$ cat src/rtl/axis_rr_packet_scheduler.sv
// Round-robin AXI-Stream packet scheduler: arbitrates N requesters onto one output,
// holding the grant for a whole packet and latching the header's mesh destination.
module axis_rr_packet_scheduler #(
    parameter int unsigned CHANNEL_NUMBER = 5,
    parameter int unsigned DATA_WIDTH     = 32,
    parameter int unsigned MAX_ROUTERS_X  = 4,
    parameter int unsigned MAX_ROUTERS_Y  = 4,
    localparam int unsigned GW = $clog2(CHANNEL_NUMBER),
    localparam int unsigned XW = $clog2(MAX_ROUTERS_X),
    localparam int unsigned YW = $clog2(MAX_ROUTERS_Y)
) (
    input  logic                                 clk_i,
    input  logic                                 rst_i,
    input  logic [CHANNEL_NUMBER-1:0]            in_tvalid_i,
    input  logic [CHANNEL_NUMBER*DATA_WIDTH-1:0] in_tdata_i,
    input  logic [CHANNEL_NUMBER-1:0]            in_tlast_i,
    output logic [CHANNEL_NUMBER-1:0]            in_tready_o,
    output logic                                 out_tvalid_o,
    output logic [DATA_WIDTH-1:0]                out_tdata_o,
    output logic                                 out_tlast_o,
    input  logic                                 out_tready_i,
    output logic [GW-1:0]                        grant_o,
    output logic [XW-1:0]                        target_x_o,
    output logic [YW-1:0]                        target_y_o,
    output logic                                 busy_o,
    output logic [15:0]                          pkt_cnt_o
);

    typedef enum logic [0:0] {StIdle, StBusy} state_e;

    state_e          state_q, state_d;
    logic [GW-1:0]   grant_q, grant_d;
    logic [GW-1:0]   last_grant_q, last_grant_d;
    logic [XW-1:0]   target_x_q, target_x_d;
    logic [YW-1:0]   target_y_q, target_y_d;
    logic [15:0]     pkt_cnt_q, pkt_cnt_d;

    logic [GW-1:0]         winner;
    logic                  found;
    logic [GW-1:0]         idx;
    logic [DATA_WIDTH-1:0] header;

    // Search upward from the requester after the last winner, wrapping modulo N.
    always_comb begin
        winner = last_grant_q;
        found  = 1'b0;
        idx    = '0;
        for (int unsigned i = 1; i <= CHANNEL_NUMBER; i++) begin
            idx = GW'((32'(last_grant_q) + i) % CHANNEL_NUMBER);
            if (!found && in_tvalid_i[idx]) begin
                found  = 1'b1;
                winner = idx;
            end
        end
    end

    assign header = in_tdata_i[32'(winner) * DATA_WIDTH +: DATA_WIDTH];

    always_comb begin
        state_d      = state_q;
        grant_d      = grant_q;
        last_grant_d = last_grant_q;
        target_x_d   = target_x_q;
        target_y_d   = target_y_q;
        pkt_cnt_d    = pkt_cnt_q;
        out_tvalid_o = 1'b0;
        out_tlast_o  = 1'b0;
        out_tdata_o  = in_tdata_i[32'(grant_q) * DATA_WIDTH +: DATA_WIDTH];
        in_tready_o  = '0;
        unique case (state_q)
            StIdle: begin
                // Header is only inspected here; it is consumed in the first busy cycle.
                if (|in_tvalid_i) begin
                    state_d      = StBusy;
                    grant_d      = winner;
                    last_grant_d = winner;
                    target_x_d   = header[XW-1:0];
                    target_y_d   = header[XW+YW-1:XW];
                end
            end
            StBusy: begin
                out_tvalid_o         = in_tvalid_i[grant_q];
                out_tlast_o          = in_tlast_i[grant_q];
                in_tready_o[grant_q] = out_tready_i;
                if (out_tvalid_o && out_tready_i && out_tlast_o) begin
                    state_d   = StIdle;
                    pkt_cnt_d = pkt_cnt_q + 16'd1;
                end
            end
            default: state_d = StIdle;
        endcase
    end

    always_ff @(posedge clk_i or posedge rst_i) begin
        if (rst_i) begin
            state_q      <= StIdle;
            grant_q      <= '0;
            last_grant_q <= GW'(CHANNEL_NUMBER - 1);
            target_x_q   <= '0;
            target_y_q   <= '0;
            pkt_cnt_q    <= '0;
        end else begin
            state_q      <= state_d;
            grant_q      <= grant_d;
            last_grant_q <= last_grant_d;
            target_x_q   <= target_x_d;
            target_y_q   <= target_y_d;
            pkt_cnt_q    <= pkt_cnt_d;
        end
    end

    assign grant_o    = grant_q;
    assign target_x_o = target_x_q;
    assign target_y_o = target_y_q;
    assign busy_o     = (state_q == StBusy);
    assign pkt_cnt_o  = pkt_cnt_q;

endmodule

$ cat config.mk
export PLATFORM = sky130hd
export DESIGN_NAME = axis_rr_packet_scheduler
export DESIGN_NICKNAME = d
export VERILOG_FILES = /design/src/rtl/axis_rr_packet_scheduler.sv
export SDC_FILE = /design/constraint.sdc
export NUM_CORES = 1
export LEC_CHECK = 0
export ABC_CLOCK_PERIOD_IN_PS = 14900
export CAP_MARGIN = 20
export CORE_MARGIN = 2
export CORE_UTILIZATION = 45
export CTS_CLUSTER_DIAMETER = 120
export CTS_CLUSTER_SIZE = 14
export DETAILED_ROUTE_END_ITERATION = 10
export PLACE_DENSITY = 0.89
export SYNTH_ARGS = -nofsm -noshare
export SYNTH_HDL_FRONTEND = slang
export SYNTH_SLANG_ARGS = --single-unit
$ cat constraint.sdc
create_clock -name clk_i -period 14.9 [get_ports clk_i]
set_clock_uncertainty 0.2 [all_clocks]
set_input_delay 2.98 -clock clk_i [delete_from_list [all_inputs] [get_ports clk_i]]
set_output_delay 2.98 -clock clk_i [all_outputs]
set_load 0.01 [all_outputs]
# --- After elaboration in Yosys (flattened, before gate mapping) ---
# Cells that the tools add are included.
word_totals:
  regBits: 27
  in_bits: 173
  word_cells: 73
classes:
  addsub: 6
  n_div: 5
  order_cmp: 7
  shift: 2
  muxes: 31
  bitwise_logic: 2
  n_reduce_logical: 14
op_table:
  columns: ["cell", "n"]
  rows:
  - ["$mod A32 B3 Y32 const B", 5]
  - ["$shiftx A160 B9 Y32", 1]
  - ["$shiftx A160 B9 Y4", 1]
  - ["$lt A3 B4 Y1 const B", 6]
  - ["$bmux W1 S3", 7]
  - ["$add A16 B1 Y16 const B", 1]
  - ["$mux W1", 16]
  - ["$mux W3", 5]
  - ["$add A3 B2 Y4 const B", 2]
  - ["$add A3 B3 Y4 const B", 2]
  - ["$logic_and A1 B1 Y1", 7]
  - ["$and A5 B5 Y5", 1]
  - ["$mux W5", 1]
  - ["$reduce_or A5 Y1", 1]
  - ["$add A3 B1 Y4 const B", 1]
  - ["$logic_not A1 Y1", 4]
  - ["$reduce_and A2 Y1", 2]
  - ["$demux W1 S3", 1]
  - ["$ge A3 B1 Y1 const B", 1]
  - ["$pmux W1 S2", 1]
  - ["$not A1 Y1", 1]

# --- Longest topological paths before layout ---
logic_depth:
  ltp_word: 18
  depth_mapped: 25
  ltp_nobuf: 19

# --- Least setup slack after synthesis ---
# No wires, ideal clock.
synth_path:
  path_kind: "input port to output port"
  start: "input port in_tvalid_i[1]"
  end: "output port out_tvalid_o"
  t_arrival_ns: 3.970
  required_time_ns: 11.720
  slack_ns: 7.750
  cell_stages: 6
  n_path_buf: 1
  cell_sequence: "clkbuf_1 > inv_1 > o21ai_0 > a22oi_1 > o22a_1 > nor2_1"
synth_via:
  elab_chain_len: 3
synth_rtl:
  columns: ["element", "line", "rtl"]
  rows:
  - ["start: declaration", "14", "input logic [CHANNEL_NUMBER-1:0] in_tvalid_i,"]
  - ["$bmux W1 S3", "82", "out_tvalid_o = in_tvalid_i[grant_q];"]
  - ["$mux W1 (not written as such)", "82", null]
  - ["$mux W1", "70", "unique case (state_q)"]
  - ["end: declaration", "18", "output logic out_tvalid_o,"]
# Every way passes these cells. The select of a mux whose other input is x is not followed.

# --- Worst setup path after layout ---
# Ends and elaborated chain as after synthesis.

==> flow_summary_export.csv <==
group,metric,value,unit
logic_synthesis,synth_warnings,0,
logic_synthesis,synth_nets,817,
floorplanning,die_y,106,um
logic_synthesis,netlist.area_leader.share,12.7,%
pwr,power.net_switching,0.909,mW
floorplanning,initial_utilization,46.1,%
layout,areaGrowthSynthToFinish,48.8,%
timing,fin_ws,6.50,ns
global_route,grt_max_degree,61,
pwr,worst_ir_drop_vdd,0.000123,V
timing,rsz0062_at_grt,"false",
logic_synthesis,seq_area_frac_synth,13.3,%
worst_setup_path,cp_data_arrival_time,5.22,ns
clock_tree,cts_tree,"built",
placement,placed_cell_area,6960,sq um
route,ant_nets,0,
logic_synthesis,synthCells,622,
logic_synthesis,synth_top_cell_by_area,"dfrtp_1",
logic_synthesis,synth_common_cells,"nand2_1 (71), nor2_1 (49), inv_1 (46)",
timing,hold_viol,0,
pwr,p_sw_share,54.7,%
floorplanning,dieArea,11300,sq um
timing,holdWs,0.283,ns
logic_synthesis,ys_seq_elements,25,
timing,setup_viol_count_final,0,
floorplanning,rows,37,
worst_setup_path,endpoint_kind,"output pin",
route,viasPerCell,6.12,
logic_synthesis,synthTopCellsByArea,"dfrtp_1 (13%), mux4_2 (8.6%), mux2i_1 (7.4%), ha_1 (5.8%), nand2_1 (5.7%)",
clock_tree,insertion_delay,0.27,ns
timing,fin_crit,8.40,ns
layout,finalInstanceArea,7010,sq um
clock_tree,cts_htree_levels,1,
worst_hold_path,hold_path.class,"flop to flop",
global_route,grt_pass1_wl,29.8,mm
pwr,total_power,1.66,mW
job,drv_cap,0,
logic_synthesis,async_flop_share,100,%
clock_tree,clock-root-buffer,"clkbuf_8",
logic_synthesis,syn-mean-instance-area,7.58,sq um
placement,io_buffers,235,
timing,slew-limit-headroom,37.5,%
route,drc,0,
placement,preCtsSetupSlack,6.60,ns
placement,dp_hpwl,15.2,mm
placement,finalWeightedCongestion,0.946,
clock_tree,clk_path_buf_depth,2,
worst_setup_path,cp_max_fo,12,
pwr,seqPwrFrac,7.5,%
layout,nNetsFinal,1009,
outcome,status,"finished clean",
logic_synthesis,synthDistinctLibCells,74,
floorplanning,dieWidth,106,um
route,wl,19.7,mm
logic_synthesis,synth.cell_area,4710,sq um
global_route,track_usage,32.9,%
pwr,p_leak,2.85,nW
route,vias,5812,
layout,drive_gt1_share,6.52,%
global_route,grt_overflow,0,
clock_tree,clkSinkCount,25,
pwr,clkPwrFrac,2.4,%
logic_synthesis,ys.flop_type,"dfrtp_1",
timing,slew_violations,0,
route,drtIter0Drc,696,
pwr,p_int,0.753,mW
floorplanning,core,10200,sq um
clock_tree,post_cts_resized,0,
clock_tree,cts_hold_buf,0,
pwr,power.share.combinational,90.1,%
clock_tree,numCtsBuffers,3,
clock_tree,clk_pin_slew,0.09,ns
worst_setup_path,required,11.72,ns
route,drtPass1Iterations,5,
timing,fmax,119,MHz
floorplanning,io_pins,236,
global_route,grt_pass1_vias,5672,
route,wl_per_cell,20.7,um
worst_setup_path,path_class,"primary input to output pin",
timing,worstMarginPinSlew,0.936,ns
pwr,power_density,237,nW/um^2
timing,final.setup.tns,0,ns
timing,finalCritPeriodShare,56.4,%
worst_setup_path,setup.worst_path.start_class,"primary input",
global_route,antenna_found_initial,1,
clock_tree,cts_setup_buffers,0,
logic_synthesis,synth_edf_count,0,
logic_synthesis,yosysMostFrequentCell,"nand2_1",
## registers in the layout, summed over array words and instances, names as in the netlist
signal        cells
target_x_o        2
pkt_cnt_o        16
target_y_o        2
busy_o            1
last_grant_q      1
grant_o           3
## through the flow
step                      utilization (%)  std cells
after floorplan                         -        622
after global placement               68.1        945
after detailed placement             68.1        945
after CTS                            68.5        949
after global routing                 68.5        950
final                                68.5        950
## power by group through the flow
stage	logic [mW]	clock network [mW]	registers, mW
finish	1.50	0.0405	0.125
global route	1.61	0.0436	0.129
CTS	1.47	0.0410	0.125
detailed placement	1.45	0	0.125
global placement	1.41	0	0.123
floorplan	1.10	0	0.105
## path summary, 6_finish.rpt
| path | startpoint | to | slack, ns | cells after the start |
|---|---|---|---|---|
| max reg2reg | grant_o[0]$_DFFE_PP0P_ | target_y_o[0]$_DFFE_PP0P_ | 7.75 | 20 |
| min in group asynchronous | rst_i | pkt_cnt_o[9]$_DFFE_PP0P_ | 3.01 | 2 |
| max | in_tvalid_i[1] | out_tvalid_o | 6.50 | 7 |
| max in group asynchronous | rst_i | grant_o[0]$_DFFE_PP0P_ | 10.85 | 2 |
| min reg2reg | pkt_cnt_o[15]$_DFFE_PP0P_ | pkt_cnt_o[15]$_DFFE_PP0P_ | 0.28 | 1 |
| min | pkt_cnt_o[15]$_DFFE_PP0P_ | pkt_cnt_o[15]$_DFFE_PP0P_ | 0.28 | 1 |
## critical path: stages
cell and delay (ns):
clkdlybuf4s50_1 0.71, inv_1 0.13, o21ai_0 0.26, a22oi_1 0.15
o22a_1 0.26, nor2_1 0.14, clkdlybuf4s50_1 0.59
## layout make-up
| class | instances | area, sq um |
|---|---|---|
| Tap cell | 136 | 170 |
| Sequential cell | 25 | 629 |
| Inverter | 47 | 176 |
| Timing Repair Buffer | 240 | 2390 |
| Clock buffer | 4 | 45.0 |
| Fill cell | 837 | 3220 |
| Antenna cell | 1 | 2.50 |
| Multi-Input combinational cell | 497 | 3600 |
## layout by cell type, fill, tap and decap left out, drive strengths merged, types with 8 or more instances in the layout
cell type and count:
nand2 71, xnor2 21, inv 46, o21ai 41
o2111ai 8, and3 8, nand3 21, mux2i 35
nor3 10, nand4 8, mux4 18, a21oi 37
a22oi 18, mux2 8, nor2 49, o211ai 9
o22ai 19, dfrtp 24, a211oi 10, ha 22
clkdlybuf4s50 235
## kinds of logic (layout without fill, tap and decap cells)
logic type,after synthesis,count (layout),synth area share (%)
compound gates,181,181,26.1
xor+xnor,27,27,5.18
fa+ha+maj,23,23,6.05
buf+inv,100,291,10.4
flops,25,25,13.3
mux,61,61,18.0
other cells,0,1,0
simple gates,205,205,21.0
## routing by layer
metal / vias to the layer above / part of all wire [%] / global-route usage, %
met5: - / 0 / 0
met4: 0 / 2.8 / 9.96
met3: 46 / 11 / 6.93
met2: 377 / 47 / 54.9
met1: 2724 / 39 / 42.5
li1: 2665 / - / -
Note: power is estimated with default switching activity, not from simulation.
